[src/rtl/mem_pkg.sv]
// Shared definitions for the memory responder: FSM encoding, space selects and widths.
// Imported by mem_responder and mem_lat_counter.
package mem_pkg;
    typedef enum logic [1:0] {
        ST_IDLE = 2'd0,
        ST_BUSY = 2'd1,
        ST_RESP = 2'd2
    } state_t;

    localparam logic SPACE_INSTR = 1'b0;
    localparam logic SPACE_DATA  = 1'b1;

    localparam int INSTR_W = 32;
    localparam int DATA_W  = 8;
    localparam int ADDR_W  = 8;
    localparam int LAT_W   = 3;
endpackage

[src/rtl/mem_lat_counter.sv]
// Latency down-counter: load wins over decrement, decrement stops at zero.
// o_zero is a registered-state flag, valid the cycle after load.
module mem_lat_counter
    import mem_pkg::*;
(
    input  logic             clk,
    input  logic             rst_n,
    input  logic             i_load,
    input  logic [LAT_W-1:0] i_load_val,
    input  logic             i_dec,
    output logic             o_zero
);
    logic [LAT_W-1:0] r_cnt;

    always_ff @(posedge clk or negedge rst_n) begin
        if (!rst_n) begin
            r_cnt <= '0;
        end else if (i_load) begin
            r_cnt <= i_load_val;
        end else if (i_dec && (r_cnt != '0)) begin
            r_cnt <= r_cnt - 1'b1;
        end
    end

    assign o_zero = (r_cnt == '0);
endmodule

[src/rtl/mem_responder.sv]
// Single-outstanding instruction/data memory responder with fixed LATENCY from accept to rsp_valid.
// Response is held stable until rsp_ready; no new request is accepted outside IDLE.
module mem_responder
    import mem_pkg::*;
#(
    parameter int IMEM_DEPTH = 16,
    parameter int DMEM_DEPTH = 16,
    parameter int LATENCY    = 2
) (
    input  logic               clk,
    input  logic               rst_n,
    input  logic               req_valid,
    output logic               req_ready,
    input  logic               req_space,
    input  logic               req_we,
    input  logic [ADDR_W-1:0]  req_addr,
    input  logic [INSTR_W-1:0] req_wdata,
    output logic               rsp_valid,
    input  logic               rsp_ready,
    output logic [INSTR_W-1:0] rsp_rdata,
    output logic               rsp_err
);
    localparam int IA_W = (IMEM_DEPTH > 1) ? $clog2(IMEM_DEPTH) : 1;
    localparam int DA_W = (DMEM_DEPTH > 1) ? $clog2(DMEM_DEPTH) : 1;
    localparam logic [LAT_W-1:0] LAT_VAL = LAT_W'(LATENCY - 1);

    state_t              r_state;
    state_t              w_next;
    logic                w_load;
    logic                w_dec;
    logic                w_zero;
    logic                w_access;
    logic                w_hs;
    logic                w_in_range;
    logic [INSTR_W-1:0]  w_rdata;

    logic                r_space;
    logic                r_we;
    logic [ADDR_W-1:0]   r_addr;
    logic [INSTR_W-1:0]  r_wdata;
    logic [INSTR_W-1:0]  r_rsp_rdata;
    logic                r_rsp_err;
    logic [15:0]         r_txn_count;

    logic [INSTR_W-1:0]  r_imem [IMEM_DEPTH];
    logic [DATA_W-1:0]   r_dmem [DMEM_DEPTH];

    mem_lat_counter u_lat (
        .clk        (clk),
        .rst_n      (rst_n),
        .i_load     (w_load),
        .i_load_val (LAT_VAL),
        .i_dec      (w_dec),
        .o_zero     (w_zero)
    );

    always_comb begin
        w_next   = r_state;
        w_load   = 1'b0;
        w_access = 1'b0;
        case (r_state)
            ST_IDLE: begin
                if (req_valid) begin
                    w_load = 1'b1;
                    w_next = ST_BUSY;
                end
            end
            ST_BUSY: begin
                if (w_zero) begin
                    w_access = 1'b1;
                    w_next   = ST_RESP;
                end
            end
            ST_RESP: begin
                if (rsp_ready) begin
                    w_next = ST_IDLE;
                end
            end
            default: w_next = ST_IDLE;
        endcase
    end

    assign w_dec     = (r_state == ST_BUSY) && !w_zero;
    assign req_ready = (r_state == ST_IDLE);
    assign rsp_valid = (r_state == ST_RESP);
    assign w_hs      = rsp_valid && rsp_ready;
    assign rsp_rdata = r_rsp_rdata;
    assign rsp_err   = r_rsp_err;

    assign w_in_range = (r_space == SPACE_DATA) ? ({24'd0, r_addr} < 32'(DMEM_DEPTH))
                                                : ({24'd0, r_addr} < 32'(IMEM_DEPTH));

    // Out-of-range and write responses both return zero data.
    always_comb begin
        w_rdata = '0;
        if (w_in_range && !r_we) begin
            if (r_space == SPACE_DATA) begin
                w_rdata = {{(INSTR_W-DATA_W){1'b0}}, r_dmem[r_addr[DA_W-1:0]]};
            end else begin
                w_rdata = r_imem[r_addr[IA_W-1:0]];
            end
        end
    end

    // Memories hold their contents across reset; only the write path initialises them.
    always_ff @(posedge clk) begin
        if (w_access && r_we && w_in_range) begin
            if (r_space == SPACE_DATA) begin
                r_dmem[r_addr[DA_W-1:0]] <= r_wdata[DATA_W-1:0];
            end else begin
                r_imem[r_addr[IA_W-1:0]] <= r_wdata;
            end
        end
    end

    always_ff @(posedge clk or negedge rst_n) begin
        if (!rst_n) begin
            r_state     <= ST_IDLE;
            r_space     <= 1'b0;
            r_we        <= 1'b0;
            r_addr      <= '0;
            r_wdata     <= '0;
            r_rsp_rdata <= '0;
            r_rsp_err   <= 1'b0;
            r_txn_count <= '0;
        end else begin
            r_state <= w_next;
            if (w_load) begin
                r_space <= req_space;
                r_we    <= req_we;
                r_addr  <= req_addr;
                r_wdata <= req_wdata;
            end
            if (w_access) begin
                r_rsp_rdata <= w_rdata;
                r_rsp_err   <= !w_in_range;
            end
            if (w_hs && (r_txn_count != 16'hFFFF)) begin
                r_txn_count <= r_txn_count + 16'd1;
            end
        end
    end
endmodule

[config.mk]
export PLATFORM = sky130hd
export DESIGN_NAME = mem_responder
export DESIGN_NICKNAME = d
export VERILOG_FILES = /design/src/rtl/mem_pkg.sv /design/src/rtl/mem_lat_counter.sv /design/src/rtl/mem_responder.sv
export SDC_FILE = /design/constraint.sdc
export NUM_CORES = 1
export LEC_CHECK = 0
export CELL_PAD_IN_SITES_DETAIL_PLACEMENT = 1
export CELL_PAD_IN_SITES_GLOBAL_PLACEMENT = 2
export CORE_MARGIN = 2
export CORE_UTILIZATION = 53
export CTS_CLUSTER_DIAMETER = 150
export DETAILED_ROUTE_END_ITERATION = 10
export PLACE_DENSITY_LB_ADDON = 0.1
export SLEW_MARGIN = 10
export SYNTH_ARGS = -nofsm -noshare
export SYNTH_HDL_FRONTEND = slang
export SYNTH_SLANG_ARGS = --single-unit
[constraint.sdc]
create_clock -name clk -period 7.34 [get_ports clk]
set_clock_uncertainty 0.1 [all_clocks]
set_input_delay 1.101 -clock clk [delete_from_list [all_inputs] [get_ports clk]]
set_output_delay 1.101 -clock clk [all_outputs]
set_load 0.005 [all_outputs]
==> metrics.csv, run 1 <==
stage;metric;value;unit
global_routing;initial antenna violation count;0;
layout;Reg area;0.0212;mm²
sta;Slew Viols, Final;0;
synthesis;Netlist Area Pre-Place;0.0273;mm²
sta;Final TNS setup;0;ps
routing;top layer in use;met4;
sta;Tmin final;3720;ps
sta;RSZ-0062 raised after global routing;no;
sta;Final Hold Fails;0;
setup_path;CP max FO;36;
synthesis;post-synthesis cell type count;36;
layout;area of the multi-input gates;0.00581;mm²
global_routing;GRT Residual Overflow;0;
synthesis;sequential fraction of the synthesis area;0.778;
clocking;CTS H-tree depth;3;
floorplanning;Die Area;0.0533;mm²
clocking;CTS resizes;0;
setup_path;crit start category;register;
layout;fin cells;2106;
job;max-cap violations;0;
routing;metal2 WL;30800;µm
setup_path;CP Capture Type;register;
global_routing;first-pass GRT wire length;91300;µm
pwr;Leak;10.3;nW
floorplanning;Die W;231;µm
synthesis;number of synthesized register bits;720;
floorplanning;IO Count;81;
layout;layout cell share with drive strength beyond 1;0.244;
global_routing;number of global-route vias before repair;13900;
outcome;outcome;finished, final reports clean;
clocking;CTS Buf Count;74;
setup_path;slowest CP cell;nor2_4;
sta;fmax;269;MHz
routing;routed vias;12800;
setup_path;CP max stage delay;960;ps
global_routing;largest net degree at the start of global routing;134;
sta;final setup fails;0;
place;hpwl dp;33100;µm
setup_path;crit path launch;u_lat.r_cnt[0];
synthesis;syn_nets;1311;
layout;most common cell after layout, fill and taps aside;edfxtp_1;
setup_path;Worst Path Arrival;3840;ps
layout;synthesis-to-finish area growth;15.2;%
routing;Initial DRC Count;1080;
setup_path;WS Path Type;register to register;
routing;Post-DRT Antenna Nets;0;
clocking;Clock Path Buffers;3;
pwr;Pwr Density;391;mW/mm²
routing;Via density;6.07;
pwr;Tot Pwr;0.0123;W
pwr;VDD IR max;0.305;mV
min_path;worst hold path class;input port to asynchronous set/reset pin;
clocking;worst skew pair latency;610;ps
routing;DR WL/cell;28.6;µm
synthesis;Mapped Cells;1263;
global_routing;total track usage;0.235;
floorplanning;initial core utilization;0.534;
synthesis;Synth Area per Inst;21.6;µm²
routing;DRC violations left;0;
sta;Final Cycle Share;0.507;
synthesis;synth warn;0;
floorplanning;die height;231;µm
clocking;clock slew at reported path FFs;60;ps
routing;DRT Wirelength;60200;µm
place;Port Buffers;80;
place;# placed instances;1967;
clocking;clk root buf;clkbuf_16;
routing;metal3 WL;2510;µm
place;routability cong.;0.732;
routing;met1 WL;25400;µm
layout;fin nets;1412;
clocking;Post-CTS Setup Inserts;0;
setup_path;worst reg2reg startpoint;u_lat.r_cnt[0];
sta;Max-Slew Margin vs Limit;0.176;
setup_path;Critical Path RT;7460;ps
floorplanning;# rows;83;
sta;actual slew at the worst max-slew pin;1240;ps
setup_path;CP Cell Sequence;inv_1 -> ha_1 -> ha_1 -> nand3b_1 -> buf_4 -> nor4_2 -> nand3b_1 -> nor2_4;
layout;antenna cells;0;
layout;most frequent cells in the layout;edfxtp_1 (640), mux4_2 (144), clkdlybuf4s50_1 (79), clkbuf_16 (77), dfrtp_1 (77);
clocking;CTS tree;done;
sta;Hold Slack;397;ps
floorplanning;core area;0.0511;mm²
routing;drt first pass iters;5;
clocking;Post-CTS Hold Fix Bufs;0;
clocking;clock sink count;720;
layout;Layout fillers;4201;
setup_path;worst reg-to-reg path cell count;8;
final timing paths:
check	to	slack [ps]
min	rsp_rdata[8]	400
max in group asynchronous	r_addr[1]	5560
max	r_imem[4][17]	3620
min in group clk	rsp_rdata[10]	410
min reg2reg	rsp_rdata[10]	410
max reg2reg	r_imem[4][17]	3620
synth_stat cells, drive strengths merged:
master  instances  area share
a21oi           2     0.00037
a22o           42       0.013
a22oi          65       0.018
a32oi           8      0.0026
and2            3     0.00069
and3b           1     0.00032
and4            2     0.00064
buf            43      0.0091
clkbuf         33      0.0045
dfrtp          80       0.073
edfxtp        640        0.70
ha              2     0.00092
inv             5     0.00069
mux2           42       0.017
mux2i          40       0.015
mux4          144        0.12
nand2          32      0.0044
nand2b          3     0.00069
nand3           3     0.00055
nand3b          3     0.00083
nor2           38      0.0052
nor2b           5      0.0011
nor3            1     0.00018
nor4            3      0.0015
o211ai          8      0.0022
o21ai          10      0.0018
o21bai          1     0.00028
o31ai           2     0.00055
or2             1     0.00023
or4             1     0.00028
metal layers:
| layer | vias to the layer above | global-route usage |
|---|---|---|
| li1 | 5470 | - |
| met1 | 6913 | 0.325 |
| met2 | 304 | 0.390 |
| met3 | 93 | 0.0398 |
| met4 | 0 | 0.0690 |
| met5 | - | 0 |
flip-flops by register name (all words and copies together), names as in the netlist:
register	flops
r_state	2
r_addr	8
r_wdata	32
r_dmem	128
r_space	1
rsp_rdata	32
rsp_err	1
r_we	1
u_lat.r_cnt	3
r_imem	512
cell type report:
class | count | area share
Sequential cell | 720 | 0.676
Multi-Input combinational cell | 462 | 0.185
Clock buffer | 96 | 0.0649
Timing Repair Buffer | 101 | 0.0317
Tap cell | 680 | 0.0271
Clock inverter | 42 | 0.0153
Inverter | 5 | 0.000597
where the power goes:
group          internal [W]  switching (W)
Clock               0.00229        0.00157
Sequential          0.00519       0.000709
Combinational       0.00123        0.00130
Total               0.00871        0.00358
worst max-delay path, delay by kind of cell (launching register included):
kind,cells,cell delay (ps)
flip-flops,1,400
adder cells (fa/ha/maj),2,450
buffers and inverters,2,410
AND/OR/NAND/NOR,4,1940
cell families (layout without fill, tap and decap cells):
kind of cell             count (synthesis)  after routing  synth area share
AO/OA/AOI/OAI                          138            138            0.0392
adder cells (fa/ha/maj)                  2              2          0.000917
buffers and inverters                   81            244            0.0143
flip-flops                             720            720             0.778
multiplexers                           226            226             0.151
AND/OR/NAND/NOR                         96             96            0.0167
per-stage QoR:
step                setup WS [ps]  cell area [µm²]  utilization
floorplan                    3640            27300            -
global placement             3640            28900        0.565
detailed placement           3570            28900        0.565
CTS                          3540            31400        0.615
global route                 3330            31400        0.615
finish                       3620            31400        0.615
No activity file was read; power rests on OpenSTA's default activity.
==> run 2, diff against run 1 <==
--- a/config.mk
+++ b/config.mk
@@ -8,7 +8,7 @@
 export CELL_PAD_IN_SITES_DETAIL_PLACEMENT = 1
 export CELL_PAD_IN_SITES_GLOBAL_PLACEMENT = 2
 export CORE_MARGIN = 2
-export CORE_UTILIZATION = 53
+export CORE_UTILIZATION = 44
 export CTS_CLUSTER_DIAMETER = 150
 export DETAILED_ROUTE_END_ITERATION = 10
 export PLACE_DENSITY_LB_ADDON = 0.1
==> constraint.sdc (replaced) <==
create_clock -name clk -period 3.27 [get_ports clk]
set_clock_uncertainty 0.1 [all_clocks]
set_input_delay 0.4905 -clock clk [delete_from_list [all_inputs] [get_ports clk]]
set_output_delay 0.4905 -clock clk [all_outputs]
set_load 0.005 [all_outputs]
==> run 2 against run 1 <==
First-iteration DRC count decreased by 15%. Largest cell class unchanged. Via count grew 1.9%. Register-to-register slack worse by 3300 ps. Clock power is 130% higher. Worst setup slack worse by 3300 ps. Global-route usage fell by 2.7 points.
==> metrics.csv, run 2 (synthesized netlist as in run 1, its figures left out) <==
stage;metric;value;unit;change
outcome;outcome;finished, final reports clean;;
routing;Via density;5.71;;-5.8%
pwr;Pwr Density;884;mW/mm²;+130%
setup_path;Critical Path Most Common Cell;ha_1;;
routing;metal3 WL;2760;µm;+10%
layout;synthesis-to-finish area growth;18.1;%;
setup_path;crit start category;register;;
pwr;share of power burned in registers;0.466;;-0.014
floorplanning;die height;253;µm;+9.6%
job;max-cap violations;0;;unchanged
global_routing;largest net degree at the start of global routing;45;;-66%
min_path;worst hold path class;input port to register;;
floorplanning;initial core utilization;0.444;;-0.0902
setup_path;worst reg2reg startpoint;u_lat.r_cnt[0];;
clocking;CTS tree;done;;
setup_path;R2R Path End;r_imem[13][12];;
floorplanning;IO Count;81;;unchanged
setup_path;CP max FO;32;;-11%
layout;layout cell share with drive strength beyond 1;0.268;;+0.0239
clocking;Post-CTS Setup Inserts;0;;unchanged
clocking;worst skew pair latency;620;ps;about the same
pwr;sw frac;0.296;;+0.00497
min_path;Worst Hold End;r_state[1];;
clocking;clock slew at reported path FFs;60;ps;about the same
setup_path;CP max stage delay;870;ps;-90 ps
routing;drt first pass iters;4;;-1
setup_path;worst reg-to-reg path cell count;7;;-1
routing;DR WL/cell;28.1;µm;-1.8%
place;routability cong.;0.759;;+3.6%
setup_path;WS Path Type;register to register;;
global_routing;initial antenna violation count;1;;+1
sta;Final Cycle Share;0.888;;+0.381
routing;DRC violations left;0;;unchanged
floorplanning;Die Area;0.0640;mm²;+20%
sta;Final Hold Fails;0;;unchanged
clocking;Post-CTS Hold Fix Bufs;1;;+1
setup_path;CP Cell Sequence;inv_1 -> ha_1 -> ha_1 -> and3b_1 -> and4_1 -> nand3b_1 -> nor2_4;;
pwr;combinational power share;0.227;;+0.021
clocking;Clock Path Buffers;3;;unchanged
layout;max FFs per register;512;;unchanged
setup_path;Critical Path RT;3400;ps;-4060 ps
sta;Tmin final;2900;ps;-816 ps
routing;DRT Wirelength;64000;µm;+6.2%
min_path;worst hold stages;2;;
layout;most frequent cells in the layout;edfxtp_1 (640), mux4_2 (144), clkbuf_16 (79), clkdlybuf4s50_1 (79), dfrtp_1 (76);;
floorplanning;core area;0.0615;mm²;+20%
pwr;P_sw;0.00843;W;+140%
layout;most common cell after layout, fill and taps aside;edfxtp_1;;
setup_path;CP Capture Type;register;;
routing;met1 WL;27200;µm;+6.9%
sta;Max-Slew Margin vs Limit;0.212;;+0.0358
floorplanning;# rows;91;;+9.6%
sta;actual slew at the worst max-slew pin;1180;ps;-53.7 ps
clocking;CTS H-tree depth;3;;unchanged
setup_path;CP bufs+invs;1;;-1
pwr;VDD IR max;0.496;mV;+63%
floorplanning;Die W;253;µm;+9.6%
global_routing;total track usage;0.208;;-0.0270
sta;Hold Slack;343;ps;-53.5 ps
min_path;Hold Path Origin;rsp_ready;;
sta;fmax;345;MHz;+28%
layout;antenna cells;0;;unchanged
clocking;clk root buf;clkbuf_16;;
layout;fin nets;1474;;+4.4%
sta;Final TNS setup;0;ps;unchanged
pwr;Clk pwr share;0.307;;-0.007
sta;Slew Viols, Final;0;;unchanged
setup_path;Worst R2R Setup Slack;370;ps;-3250 ps
global_routing;number of global-route vias before repair;14200;;+2.1%
routing;routed vias;13000;;+1.9%
routing;top layer in use;met4;;
pwr;Leak;10.6;nW;+3.6%
layout;area of the multi-input gates;0.00581;mm²;unchanged
clocking;CTS resizes;0;;unchanged
clocking;clock sink count;720;;unchanged
layout;Layout fillers;5353;;+27%
routing;metal2 WL;32700;µm;+6.1%
routing;Post-DRT Antenna Nets;0;;unchanged
place;hpwl dp;38400;µm;+16%
sta;final setup fails;0;;unchanged
pwr;internal power;0.0200;W;+130%
global_routing;first-pass GRT wire length;96200;µm;+5.4%
layout;Reg area;0.0212;mm²;about the same
sta;RSZ-0062 raised after global routing;no;;
global_routing;GRT Residual Overflow;0;;unchanged
setup_path;slowest CP cell;nor2_4;;
setup_path;Worst Path Arrival;3030;ps;-810 ps
clocking;CTS Buf Count;76;;+2.7%
routing;Initial DRC Count;914;;-15%
place;Port Buffers;80;;unchanged
setup_path;CP delay by family, top;simple AND/OR/NAND/NOR gates;;
[run 2: metrics by stage]
step,area (µm²),power [W],utilization,setup slack [ps],std cells
2_1_floorplan,27300,0.0169,-,-434,1263
6_report,32200,0.0285,0.524,368,2279
3_3_place_gp,29700,0.0200,0.483,282,2137
5_1_grt,32200,0.0297,0.524,147,2279
4_1_cts,32200,0.0289,0.524,288,2279
3_5_place_dp,29700,0.0201,0.483,322,2137
[run 2: final cells by class]
cell class | count | share of cell area
sequential | 720 | 0.659
multi-input combinational | 462 | 0.180
timing repair buffer | 161 | 0.0507
clock inverter | 33 | 0.0127
clock buffer | 108 | 0.0660
tap | 790 | 0.0307
inverter | 5 | 0.000583
[run 2: power groups by stage]
stage | sequential [W] | clock (W) | combinational, W
floorplan | 0.0125 | 0 | 0.00440
global route | 0.0135 | 0.00927 | 0.00699
finish | 0.0133 | 0.00874 | 0.00647
CTS | 0.0133 | 0.00894 | 0.00664
detailed placement | 0.0135 | 0 | 0.00660
global placement | 0.0134 | 0 | 0.00656
[run 2: routing by layer]
layer  track usage  vias to the layer above
li1              -                     5601
met1         0.277                     7055
met2         0.350                      270
met3        0.0436                       96
met4        0.0565                        0
met5             0                        -
[run 2: how the worst max path moves through the flow]
stage	endpoint	startpoint	slack (ps)	cells after the start
finish	r_imem[13][12]	u_lat.r_cnt[0]	370	7
global route	r_imem[13][18]	u_lat.r_cnt[0]	150	7
CTS	r_imem[13][12]	u_lat.r_cnt[0]	290	7
detailed placement	r_imem[13][16]	u_lat.r_cnt[0]	320	7
global placement	r_imem[13][16]	u_lat.r_cnt[0]	280	7
floorplan	r_imem[4][0]	u_lat.r_cnt[0]	-430	8
==> run 3, diff against run 2 <==
--- a/config.mk
+++ b/config.mk
@@ -7,10 +7,12 @@
 export LEC_CHECK = 0
 export CELL_PAD_IN_SITES_DETAIL_PLACEMENT = 1
 export CELL_PAD_IN_SITES_GLOBAL_PLACEMENT = 2
+export CORE_ASPECT_RATIO = 0.8
 export CORE_MARGIN = 2
 export CORE_UTILIZATION = 44
 export CTS_CLUSTER_DIAMETER = 150
 export DETAILED_ROUTE_END_ITERATION = 10
+export GPL_ROUTABILITY_DRIVEN = 0
 export PLACE_DENSITY_LB_ADDON = 0.1
 export SLEW_MARGIN = 10
 export SYNTH_ARGS = -nofsm -noshare
==> run 3 against run 2 <==
Clock power fell by 5.9%. Via count grew 0.75%. Worst setup slack got worse by 60 ps. Clock-buffer cell count fell by 1. Critical path depth grew 2. Register-to-register slack worse by 60 ps. Critical endpoint is now r_imem[4][22]. Flip-flop and latch count unchanged. Fmax down 2.0%. Die area barely moved. Core utilization is 0.083 points lower. Routed wire length increased by 2.6%.
==> metrics.csv, run 3 (synthesized netlist as in run 1, its figures left out) <==
stage;metric;value;unit;change
outcome;outcome;finished, final reports clean;;
place;Port Buffers;80;;unchanged
min_path;worst hold path class;input port to asynchronous set/reset pin;;
clocking;CTS Buf Count;74;;-2.6%
floorplanning;core area;0.0612;mm²;-0.44%
global_routing;number of global-route vias before repair;14100;;-0.66%
sta;Tmin final;2960;ps;+59.7 ps
global_routing;first-pass GRT wire length;97500;µm;+1.3%
setup_path;worst reg2reg startpoint;u_lat.r_cnt[0];;
clocking;CTS resizes;0;;unchanged
job;max-cap violations;0;;unchanged
layout;fin util;0.523;;-0.000835
pwr;Pwr Density;866;mW/mm²;-2.0%
global_routing;total track usage;0.213;;+0.00456
clocking;CTS H-tree depth;3;;unchanged
sta;Max-Slew Margin vs Limit;0.225;;+0.0131
layout;Layout fillers;5362;;+0.17%
floorplanning;# rows;81;;-11%
routing;routed vias;13100;;+0.75%
routing;DRT Wirelength;65700;µm;+2.6%
sta;Final Hold Fails;0;;unchanged
floorplanning;initial core utilization;0.446;;+0.00196
sta;RSZ-0062 raised after global routing;no;;
clocking;worst skew pair latency;610;ps;about the same
routing;Post-DRT Antenna Nets;0;;unchanged
clocking;CTS tree;done;;
global_routing;GRT Residual Overflow;0;;unchanged
routing;DR WL/cell;28.4;µm;+1.4%
floorplanning;die height;227;µm;-10%
floorplanning;Die W;282;µm;+12%
setup_path;R2R Path End;r_imem[4][22];;
sta;actual slew at the worst max-slew pin;1160;ps;-19.6 ps
layout;most common cell after layout, fill and taps aside;edfxtp_1;;
setup_path;WS Path Type;register to register;;
global_routing;initial antenna violation count;0;;-1
floorplanning;Die Area;0.0640;mm²;about the same
routing;DRC violations left;0;;unchanged
routing;Via density;5.68;;-0.51%
sta;Hold Slack;302;ps;-41.5 ps
place;# placed instances;2173;;+1.7%
layout;layout cell share with drive strength beyond 1;0.267;;-0.00139
layout;fin nets;1468;;-0.41%
sta;Slew Viols, Final;0;;unchanged
sta;Final Cycle Share;0.906;;+0.0183
setup_path;Critical Path RT;3460;ps;+60 ps
clocking;clock sink count;720;;unchanged
layout;fin cells;2308;;+1.3%
global_routing;largest net degree at the start of global routing;51;;+13%
routing;Initial DRC Count;974;;+6.6%
sta;fmax;338;MHz;-2.0%
setup_path;crit start category;register;;
pwr;VDD IR max;0.477;mV;-3.8%
layout;synthesis-to-finish area growth;17.4;%;
sta;final setup fails;0;;unchanged
place;hpwl dp;39100;µm;+1.8%
layout;antenna cells;0;;unchanged
routing;drt first pass iters;5;;+1
setup_path;CP max FO;22;;-31%
setup_path;Worst R2R Setup Slack;310;ps;-60 ps
clocking;clk root buf;clkbuf_16;;
layout;most frequent cells in the layout;edfxtp_1 (640), mux4_2 (144), clkdlybuf4s50_1 (79), clkbuf_16 (78), dfrtp_1 (75);;
setup_path;Worst Path Arrival;3150;ps;+120 ps
floorplanning;IO Count;81;;unchanged
pwr;Leak;10.5;nW;-1.0%
clocking;Clock Path Buffers;3;;unchanged
clocking;clock slew at reported path FFs;60;ps;about the same
setup_path;worst reg-to-reg path cell count;9;;+2
setup_path;CP Capture Type;register;;
layout;max FFs per register;512;;unchanged
run 3: routing by layer:
metal  wire (µm)  up-vias  GRT usage
met5           0        -          0
li1            -     5576          -
met3        3800      101     0.0418
met2       29700      355      0.317
met1       30700     7088      0.321
met4        1510        0     0.0594
run 3: how the worst max path moves through the flow:
stage | end | startpoint | slack (ps)
6_report | r_imem[4][22] | u_lat.r_cnt[0] | 310
3_3_place_gp | r_imem[4][28] | u_lat.r_cnt[0] | 460
3_5_place_dp | r_imem[0][17] | u_lat.r_cnt[1] | 370
5_1_grt | r_dmem[9][4] | u_lat.r_cnt[1] | 150
4_1_cts | r_imem[0][16] | u_lat.r_cnt[0] | 310
2_1_floorplan | r_imem[4][0] | u_lat.r_cnt[0] | -430
run 3: final cells by class:
class | count | area [µm²] | area share
Sequential cell | 720 | 21200 | 0.663
Multi-Input combinational cell | 462 | 5810 | 0.181
Clock buffer | 107 | 2130 | 0.0665
Timing Repair Buffer | 157 | 1580 | 0.0493
Tap cell | 830 | 1040 | 0.0324
Clock inverter | 27 | 214 | 0.00668
Inverter | 5 | 18.8 | 0.000586
run 3: per-stage QoR:
| step | setup slack (ps) | power [W] | area, µm² | setup TNS (ps) |
|---|---|---|---|---|
| after detailed placement | 367 | 0.0199 | 29700 | 0 |
| after floorplan | -434 | 0.0169 | 27300 | -105030 |
| after global placement | 460 | 0.0197 | 29700 | 0 |
| after global routing | 147 | 0.0289 | 32000 | 0 |
| final | 308 | 0.0277 | 32000 | 0 |
| after CTS | 312 | 0.0281 | 32000 | 0 |
run 3: worst max-delay path, cell delays in order (launching register included):
cell and delay (ps):
dfrtp_1 380, inv_1 90, ha_1 160, ha_1 340
nand3b_1 180, nor4_2 270, buf_4 190, nand3b_1 390
nor2_4 290, buf_12 240
run 3: report_power, final:
part,leakage (nW),switching [W],total [W],internal [W]
clock,1.15,0.00345,0.00822,0.00476
sequential,6.76,0.00139,0.0130,0.0116
combinational,2.60,0.00349,0.00648,0.00300
total,10.5,0.00833,0.0277,0.0194
run 3: what timing repair did:
item                      4_1_cts  5_1_grt
hold buffers                    1        0
setup buffers                   0        0
hold endpoints to repair       30        0
